`src/rtl/micro_pc_sequencer.sv`:
```
// Micro-program counter and next-address sequencer for the microcoded RV32I core.
// Holds the uPC that addresses the microcode ROM, resolves the ROM's next-address
// select field (including opcode dispatch), and owns the sticky trap state and the
// retired-instruction counter.
//
// state (upc_q)        | meaning
// RESET_UADDR, +1      | reset micro-sequence; edges leaving it never retire
// FETCH_UADDR          | instruction fetch micro-step
// ILLEGAL_UADDR        | unknown-instruction trap, frozen until reset
// MISAL_UADDR          | misaligned-address trap, frozen until reset
// others               | execute micro-steps of the dispatched instruction

module micro_pc_sequencer #(
  parameter int unsigned UPC_W         = 5,
  parameter int unsigned RESET_UADDR   = 2,
  parameter int unsigned FETCH_UADDR   = 4,
  parameter int unsigned ILLEGAL_UADDR = 0,
  parameter int unsigned MISAL_UADDR   = 1
) (
  input  logic             clk,
  input  logic             reset,
  input  logic             stall_i,
  input  logic [2:0]       upc_sel_i,
  input  logic [31:0]      ir_i,
  input  logic             misaligned_i,
  output logic [UPC_W-1:0] upc_o,
  output logic             ustep_o,
  output logic             trap_o,
  output logic [1:0]       trap_cause_o,
  output logic [31:0]      instret_o
);

  // Select field encodings, shared with the microcode ROM.
  localparam logic [2:0] SEL_NOP            = 3'd0;
  localparam logic [2:0] SEL_INC            = 3'd1;
  localparam logic [2:0] SEL_JUMP           = 3'd2;
  localparam logic [2:0] SEL_FETCH          = 3'd3;
  localparam logic [2:0] SEL_FETCH_OR_MISAL = 3'd4;
  localparam logic [2:0] SEL_INC_OR_MISAL   = 3'd5;

  localparam logic [UPC_W-1:0] RESET_A      = UPC_W'(RESET_UADDR);
  localparam logic [UPC_W-1:0] RESET_NEXT_A = UPC_W'(RESET_UADDR + 1);
  localparam logic [UPC_W-1:0] FETCH_A      = UPC_W'(FETCH_UADDR);
  localparam logic [UPC_W-1:0] ILLEGAL_A    = UPC_W'(ILLEGAL_UADDR);
  localparam logic [UPC_W-1:0] MISAL_A      = UPC_W'(MISAL_UADDR);

  // Entry points of the per-instruction-class micro-routines.
  localparam logic [UPC_W-1:0] LUI_A    = UPC_W'(6);
  localparam logic [UPC_W-1:0] AUIPC_A  = UPC_W'(7);
  localparam logic [UPC_W-1:0] JAL_A    = UPC_W'(8);
  localparam logic [UPC_W-1:0] JALR_A   = UPC_W'(9);
  localparam logic [UPC_W-1:0] BRANCH_A = UPC_W'(10);
  localparam logic [UPC_W-1:0] LOAD_A   = UPC_W'(12);
  localparam logic [UPC_W-1:0] STORE_A  = UPC_W'(14);
  localparam logic [UPC_W-1:0] OPIMM_A  = UPC_W'(16);
  localparam logic [UPC_W-1:0] OP_A     = UPC_W'(17);

  localparam logic [1:0] CAUSE_NONE    = 2'b00;
  localparam logic [1:0] CAUSE_ILLEGAL = 2'b01;
  localparam logic [1:0] CAUSE_MISAL   = 2'b10;

  logic [UPC_W-1:0] upc_q, upc_d;
  logic             trap_q, trap_d;
  logic [1:0]       cause_q, cause_d;
  logic [31:0]      instret_q, instret_d;

  logic [UPC_W-1:0] dispatch_uaddr;
  logic [UPC_W-1:0] next_upc;
  logic [UPC_W-1:0] upc_inc;
  logic             commit;
  logic             in_reset_seq;

  logic [6:0] opcode;
  logic [2:0] funct3;
  logic [6:0] funct7;
  logic       unused_ir;

  assign opcode    = ir_i[6:0];
  assign funct3    = ir_i[14:12];
  assign funct7    = ir_i[31:25];
  assign unused_ir = ^{ir_i[24:15], ir_i[11:7]};

  assign commit       = !stall_i && !trap_q;
  assign upc_inc      = upc_q + UPC_W'(1);
  assign in_reset_seq = (upc_q == RESET_A) || (upc_q == RESET_NEXT_A);

  // Opcode dispatch: map the instruction to its micro-routine, or to the illegal trap.
  always_comb begin
    dispatch_uaddr = ILLEGAL_A;
    unique case (opcode)
      7'b0110111: dispatch_uaddr = LUI_A;
      7'b0010111: dispatch_uaddr = AUIPC_A;
      7'b1101111: dispatch_uaddr = JAL_A;
      7'b1100111: if (funct3 == 3'b000) dispatch_uaddr = JALR_A;
      7'b1100011: if (funct3 != 3'b010 && funct3 != 3'b011) dispatch_uaddr = BRANCH_A;
      7'b0000011: if (funct3 != 3'b011 && funct3 != 3'b110 && funct3 != 3'b111)
                    dispatch_uaddr = LOAD_A;
      7'b0100011: if (funct3 <= 3'b010) dispatch_uaddr = STORE_A;
      7'b0010011: begin
        if (funct3 == 3'b001) begin
          if (funct7 == 7'b0000000) dispatch_uaddr = OPIMM_A;
        end else if (funct3 == 3'b101) begin
          if (funct7 == 7'b0000000 || funct7 == 7'b0100000) dispatch_uaddr = OPIMM_A;
        end else begin
          dispatch_uaddr = OPIMM_A;
        end
      end
      7'b0110011: begin
        if (funct7 == 7'b0000000) dispatch_uaddr = OP_A;
        else if (funct7 == 7'b0100000 && (funct3 == 3'b000 || funct3 == 3'b101))
          dispatch_uaddr = OP_A;
      end
      default: dispatch_uaddr = ILLEGAL_A;
    endcase
  end

  // Next-address select from the ROM's micro-PC select field.
  always_comb begin
    next_upc = ILLEGAL_A;
    unique case (upc_sel_i)
      SEL_NOP:            next_upc = upc_q;
      SEL_INC:            next_upc = upc_inc;
      SEL_JUMP:           next_upc = dispatch_uaddr;
      SEL_FETCH:          next_upc = FETCH_A;
      SEL_FETCH_OR_MISAL: next_upc = misaligned_i ? MISAL_A : FETCH_A;
      SEL_INC_OR_MISAL:   next_upc = misaligned_i ? MISAL_A : upc_inc;
      default:            next_upc = ILLEGAL_A;
    endcase
  end

  // Commit the micro-step: advance uPC, latch trap entry, count retirements.
  always_comb begin
    upc_d     = upc_q;
    trap_d    = trap_q;
    cause_d   = cause_q;
    instret_d = instret_q;
    if (commit) begin
      upc_d = next_upc;
      if (next_upc == ILLEGAL_A) begin
        trap_d  = 1'b1;
        cause_d = CAUSE_ILLEGAL;
      end else if (next_upc == MISAL_A) begin
        trap_d  = 1'b1;
        cause_d = CAUSE_MISAL;
      end
      // Reaching FETCH from the reset sequence is not the end of an instruction.
      if (next_upc == FETCH_A && !in_reset_seq) instret_d = instret_q + 32'd1;
    end
  end

  // Sequencer state registers.
  always_ff @(posedge clk or posedge reset) begin
    if (reset) begin
      upc_q     <= RESET_A;
      trap_q    <= 1'b0;
      cause_q   <= CAUSE_NONE;
      instret_q <= 32'd0;
    end else begin
      upc_q     <= upc_d;
      trap_q    <= trap_d;
      cause_q   <= cause_d;
      instret_q <= instret_d;
    end
  end

  assign upc_o        = upc_q;
  assign ustep_o      = commit;
  assign trap_o       = trap_q;
  assign trap_cause_o = cause_q;
  assign instret_o    = instret_q;

endmodule
```
`config.mk`:
```
export PLATFORM = sky130hd
export DESIGN_NAME = micro_pc_sequencer
export DESIGN_NICKNAME = d
export VERILOG_FILES = /design/src/rtl/micro_pc_sequencer.sv
export SDC_FILE = /design/constraint.sdc
export NUM_CORES = 1
export LEC_CHECK = 0
export BUFFER_PORTS_ARGS = -buffer_cell sky130_fd_sc_hd__clkbuf_2
export CORE_MARGIN = 2
export CORE_UTILIZATION = 54
export CTS_CLUSTER_SIZE = 8
export DETAILED_ROUTE_END_ITERATION = 10
export GPL_TIMING_DRIVEN = 0
export PLACE_DENSITY_LB_ADDON = 0.2
export SETUP_SLACK_MARGIN = 0.2
export SLEW_MARGIN = 40
export SYNTH_ARGS = -nofsm -noshare
export SYNTH_HDL_FRONTEND = slang
export SYNTH_SLANG_ARGS = --single-unit
```
`constraint.sdc`:
```
create_clock -name clk -period 4.9 [get_ports clk]
set_input_delay 0.98 -clock clk [delete_from_list [all_inputs] [get_ports clk]]
set_output_delay 0.98 -clock clk [all_outputs]
set_load 0.02 [all_outputs]
```
* Word-level counts from Yosys, hierarchy flattened
Index checks and enable logic that the tools add are counted.
** Storage, ports and cells
- Bits in registers :: 40
- Bits of input ports :: 39
- Word-level logic and storage cells :: 69
** Operators by class
- $add $sub $neg :: 2
- Order comparisons :: 1
- Eq/ne operators :: 25
- Mux-type cells :: 18
- Reductions and logical operators :: 19
** Operators with widths (count)
- one-hot mux 5 bit (9 select lines) :: 1
- two-way mux 5 bit :: 7
- adder 32 x 1 -> 32 bit, second input constant :: 1
- one-hot mux 5 bit (6 select lines) :: 1
- == test 7 x 6 -> 1 bit, second input constant :: 4
- == test 7 bit, second input constant :: 3
- two-way mux 4 bit :: 4
- == test 7 x 5 -> 1 bit, second input constant :: 2
- == test 5 x 2 -> 1 bit, second input constant :: 2
- == test 3 bit, second input constant :: 3
- == test 7 x 2 -> 1 bit, second input constant :: 1
- zero test 7 bit :: 1
- == test 3 x 1 -> 1 bit, second input constant :: 2
- == test 3 x 2 -> 1 bit, second input constant :: 2
- logical AND 1 bit :: 6
- zero test 3 bit :: 2
- inequality test 3 x 2 -> 1 bit, second input constant :: 2
- inequality test 3 bit, second input constant :: 2
- adder 5 x 1 -> 5 bit, second input constant :: 1
- == test 5 x 1 -> 1 bit, second input constant :: 1
- == test 5 x 3 -> 1 bit, second input constant :: 1
- zero test 5 bit :: 1
- two-way mux 2 bit :: 2
- AND reduction 2 bit :: 2
- other kinds (6) :: 11

* Longest topological paths before layout
- Word-level depth :: 10
- Mapped depth :: 10

* Worst setup path before layout
Ideal clock, no wire load.
- Path kind :: input-to-reg
- Start point :: input ir_i[26]
- End point :: register instret_q[12], in the netlist instret_o[12]
- Setup time :: 131 ps
- Arrival :: 2601 ps
- Setup slack :: 2168 ps
- Stages on the path :: 9
- Buffers on the path :: 1
- Cells stage by stage :: or4_4 nor3_4 nand2_2 a221oi_2 o31ai_2 and4_4 buf_6 nand4_1 xnor2_1
** On the way
- Word-level cells in the longest chain between the ends :: 10
** Ends and longest elaborated chain
- start, declared :: line 24 : input logic [31:0] ir_i,
- == test 7 x 6 -> 1 bit or zero test 7 bit (tied branches)
- logical OR 1 bit :: line 103 : if (funct7 == 7'b0000000 || funct7 == 7'b0100000) dispatch_uaddr = OPIMM_A;
- two-way mux 5 bit :: line 103
- two-way mux 5 bit :: line 102 : end else if (funct3 == 3'b101) begin
- two-way mux 5 bit :: line 100 : if (funct3 == 3'b001) begin
- one-hot mux 5 bit (9 select lines) * :: line 90 : unique case (opcode)
- one-hot mux 5 bit (6 select lines) * :: line 120 : unique case (upc_sel_i)
- == test 5 x 3 -> 1 bit * :: line 147 : if (next_upc == FETCH_A && !in_reset_seq) instret_d = instret_q + 32'd1;
- logical AND 1 bit * :: line 147
- AND reduction 2 bit (no source line) *
- end signal, assigned :: line 162 : instret_q <= instret_d;
- end, declared :: line 65 : logic [31:0] instret_q, instret_d;
Mark *: on every way between the ends. The rest lies on a longest branch, timed or not.
A chain may end at the register's enable or synchronous reset.

* Worst setup path after layout
- Start point :: input stall_i
- End point :: output ustep_o
** On the way
- Word-level cells in the longest chain between the ends :: 2
** Ends and longest elaborated chain
- start, declared :: line 22 : input logic stall_i,
- zero test 1 bit :: line 83 : assign commit = !stall_i && !trap_q;
- logical AND 1 bit :: line 83
- end, declared :: line 27 : output logic ustep_o,
Every way passes these cells.

==> results.json <==
{
  "grt_use_met3_pct": 4.80,
  "drt-vias-per-instance": 5.69,
  "initial_utilization_pct": 56.5,
  "setup_viol": 0,
  "cts.repair.resized": 0,
  "most_common_cell_after_layout_fill_and_taps_aside": "sky130_fd_sc_hd__clkbuf_2",
  "cellPowerDensity_nw_per_um2": 292,
  "max_cap_viols": 0,
  "criticalPathCategory": "input port to output pin",
  "insertedDiodeCount": 0,
  "met1_usage_in_global_routing_pct": 32.6,
  "post-layout-total-power_uw": 811,
  "period_share_pct": 56.9,
  "place_hpwl_um": 3900,
  "number_of_antenna_violations_at_the_first_check_in_global_routing": 0,
  "detailedRoute.firstPassIterationCount": 4,
  "drive_gt1_share_pct": 28.0,
  "crit_arrival_ps": 1810,
  "first_iter_violations": 100,
  "wire_length_of_the_first_global_routing_pass_um": 9050,
  "cts.clk_slew.worst_paths_ps": 70,
  "max_slew.worst_pin.slew_ps": 584,
  "setup_tns_ps": 0,
  "fp.dieW_um": 69.2,
  "postSynth.asyncResetShare_pct": 100,
  "vdd.ir_drop.worst_mv": 0.153,
  "syn2layout_area_growth_pct": 20.9,
  "path_max_fanout": 9,
  "fillerInstances": 355,
  "max_freq_mhz": 359,
  "pin_count_of_the_biggest_net_entering_global_routing": 27,
  "mappedNetlistNets": 281,
  "number_of_clock_sinks_seen_by_cts": 40,
  "cts-htree-levels": 2,
  "gr-usage-met2_pct": 35.0,
  "worstHoldEndpoint": "instret_o[31]",
  "std_cell_rows": 23,
  "worst_case_clock_skew_ps": 7.82,
  "coreArea_um2": 4060,
  "r2r_setup_slack_ps": 2520,
  "clockRootBuffer": "sky130_fd_sc_hd__clkbuf_8",
  "num_vias": 2053,
  "post_synth.cell_area_avg_um2": 9.60,
  "yosysWarningCount": 0,
  "cts_hold_repair.buffers": 0,
  "cts_tree": "built",
  "final_estimated_routing_congestion_in_global_placement": 0.908,
  "timing.critical_path.from_type": "input port",
  "run_status": "finished, final reports clean",
  "nets": 352,
  "reg2reg_to": "instret_o[22]",
  "report.final.slew_viol_count": 0,
  "port-buffer-count": 63,
  "first_global_vias": 1949,
  "fin_crit_ps": 2790,
  "detail_route.drc_violations": 0,
  "rr_worst_depth": 9,
  "critical_path.endpoint_type": "output pin",
  "synth.yosys.seq_area_share_pct": 43.7,
  "clock_latency_ps": 290,
  "detail_route.wirelength_um": 5060,
  "synth_cell_type_count": 44,
  "ys_dominant_reg_cell": "sky130_fd_sc_hd__dfrtp_1",
  "cellLeakagePower_nw": 1.28,
  "worst_hold_path_type": "register to register",
  "synth_edf_count": 0,
  "io-pin-count": 80,
  "average_detailed_routed_wire_length_per_instance_um": 14.0,
  "clock_tree.buffer_depth": 2,
  "synth_cell_area_um2": 2290,
  "syn_inst": 239,
  "final_cell_mix": "sky130_fd_sc_hd__clkbuf_2, sky130_fd_sc_hd__dfrtp_1, sky130_fd_sc_hd__xnor2_1, sky130_fd_sc_hd__nand2_1, sky130_fd_sc_hd__nand3_1",
  "rr_startpoint": "upc_o[1]",
  "floorplan.die_area_um2": 4780,
  "timing.hold.worst_path_depth": 1,
  "ant_nets": 0,
  "hold_viol_final": 0,
  "timing.critical_path.required_ps": 3920,
  "top_usage_layer": "met2",
  "total_congestion_overflow_after_global_routing": 0,
  "grt_setup_unrepaired": "false",
  "flop_and_latch_count_out_of_synthesis": 40,
  "cts_setup_buffers": 0,
  "timing.slew.headroom_pct": 60.9,
  "chipHeight_um": 69.2,
  "grt_usage_pct": 23.1,
  "num_cts_buffers": 5,
  "hp-start": "instret_o[31]"
}
## synth_stat cells (3+ instances only)
cell type                  instances  share of area [%]
sky130_fd_sc_hd__xnor2_1          30                 11
sky130_fd_sc_hd__and3_1           10                2.7
sky130_fd_sc_hd__and2_1            4                1.1
sky130_fd_sc_hd__nand2b_1          3               0.82
sky130_fd_sc_hd__nand3b_1          3               0.98
sky130_fd_sc_hd__nand2_1          22                3.6
sky130_fd_sc_hd__inv_1             6               0.98
sky130_fd_sc_hd__nor3b_1           3               0.98
sky130_fd_sc_hd__nand4_1          17                4.6
sky130_fd_sc_hd__dfrtp_1          39                 43
sky130_fd_sc_hd__buf_6             3                1.5
sky130_fd_sc_hd__a21oi_1           8                1.7
sky130_fd_sc_hd__nor4_1            3               0.82
sky130_fd_sc_hd__xor2_1            3                1.1
sky130_fd_sc_hd__o21ai_0          12                2.6
sky130_fd_sc_hd__nand3_1          19                4.1
sky130_fd_sc_hd__ha_1              3                1.6
sky130_fd_sc_hd__nor2_1           13                2.1
sky130_fd_sc_hd__o21ai_1           3               0.65
sky130_fd_sc_hd__nor3_1            3               0.65
sky130_fd_sc_hd__clkbuf_1          4               0.65
## worst max-delay path by stage
stage | end | slack [ps] | from | cells after the start
detailed placement | instret_o[17] | 1940 | ir_i[26] | 10
global placement | instret_o[19] | 1970 | ir_i[26] | 10
floorplan | instret_o[12] | 2170 | ir_i[26] | 9
global route | ustep_o | 2050 | stall_i | 3
CTS | ustep_o | 2120 | stall_i | 3
finish | ustep_o | 2110 | stall_i | 3
## sequential cells by signal, summed over array words and instances, names as in the netlist
register      flops
trap_cause_o      2
trap_o            1
instret_o        32
upc_o             5
## kinds of logic (layout without fill, tap and decap cells)
kind of cell	Yosys count	in the layout	share of synthesized area, %
flops	40	40	43.7
fa+ha+maj	3	3	1.64
buf+inv	13	85	3.11
compound gates	38	38	11.1
mux	1	1	0.436
simple gates	111	111	27.4
xor+xnor	33	33	12.6
## per-stage QoR
step | hold WS [ps] | worst slack (ps) | util [%] | area [um^2] | instances
final | 483 | 2110 | 68.3 | 2770 | 361
after global routing | 500 | 2050 | 68.3 | 2770 | 361
after CTS | 481 | 2120 | 68.3 | 2770 | 361
after detailed placement | 467 | 1940 | 66.3 | 2690 | 353
after global placement | 460 | 1970 | 65.8 | 2670 | 352
after floorplan | 582 | 2170 | - | 2290 | 239
## per-layer routing
layer / share of wire (%) / up-vias
met4: 1.8 / 0
met5: 0 / -
met3: 5.6 / 11
met2: 45 / 64
li1: - / 1000
met1: 47 / 978
## worst max-delay path, cell delays in order
cell and delay, ps:
sky130_fd_sc_hd__clkbuf_2 100, sky130_fd_sc_hd__nor2_1 450, sky130_fd_sc_hd__clkbuf_2 270
## power by group
| group | switching, mW | total (mW) | internal (mW) | leakage, nW |
|---|---|---|---|---|
| registers | 0.0406 | 0.403 | 0.362 | 0.540 |
| clock network | 0.108 | 0.208 | 0.0999 | 0.0422 |
| logic | 0.124 | 0.200 | 0.0753 | 0.700 |
| total | 0.273 | 0.811 | 0.537 | 1.28 |
## area by class of cell
cell class	instances	area, um^2	share of cell area [%]
Buffer	7	48.8	1.76
Timing Repair Buffer	64	335	12.1
Clock buffer	7	76.3	2.75
Multi-Input combinational cell	186	1220	44.0
Tap cell	50	62.6	2.26
Inverter	6	22.5	0.812
Sequential cell	40	1000	36.1
Clock inverter	1	5.00	0.181
No activity file was read; power rests on OpenSTA's default activity.
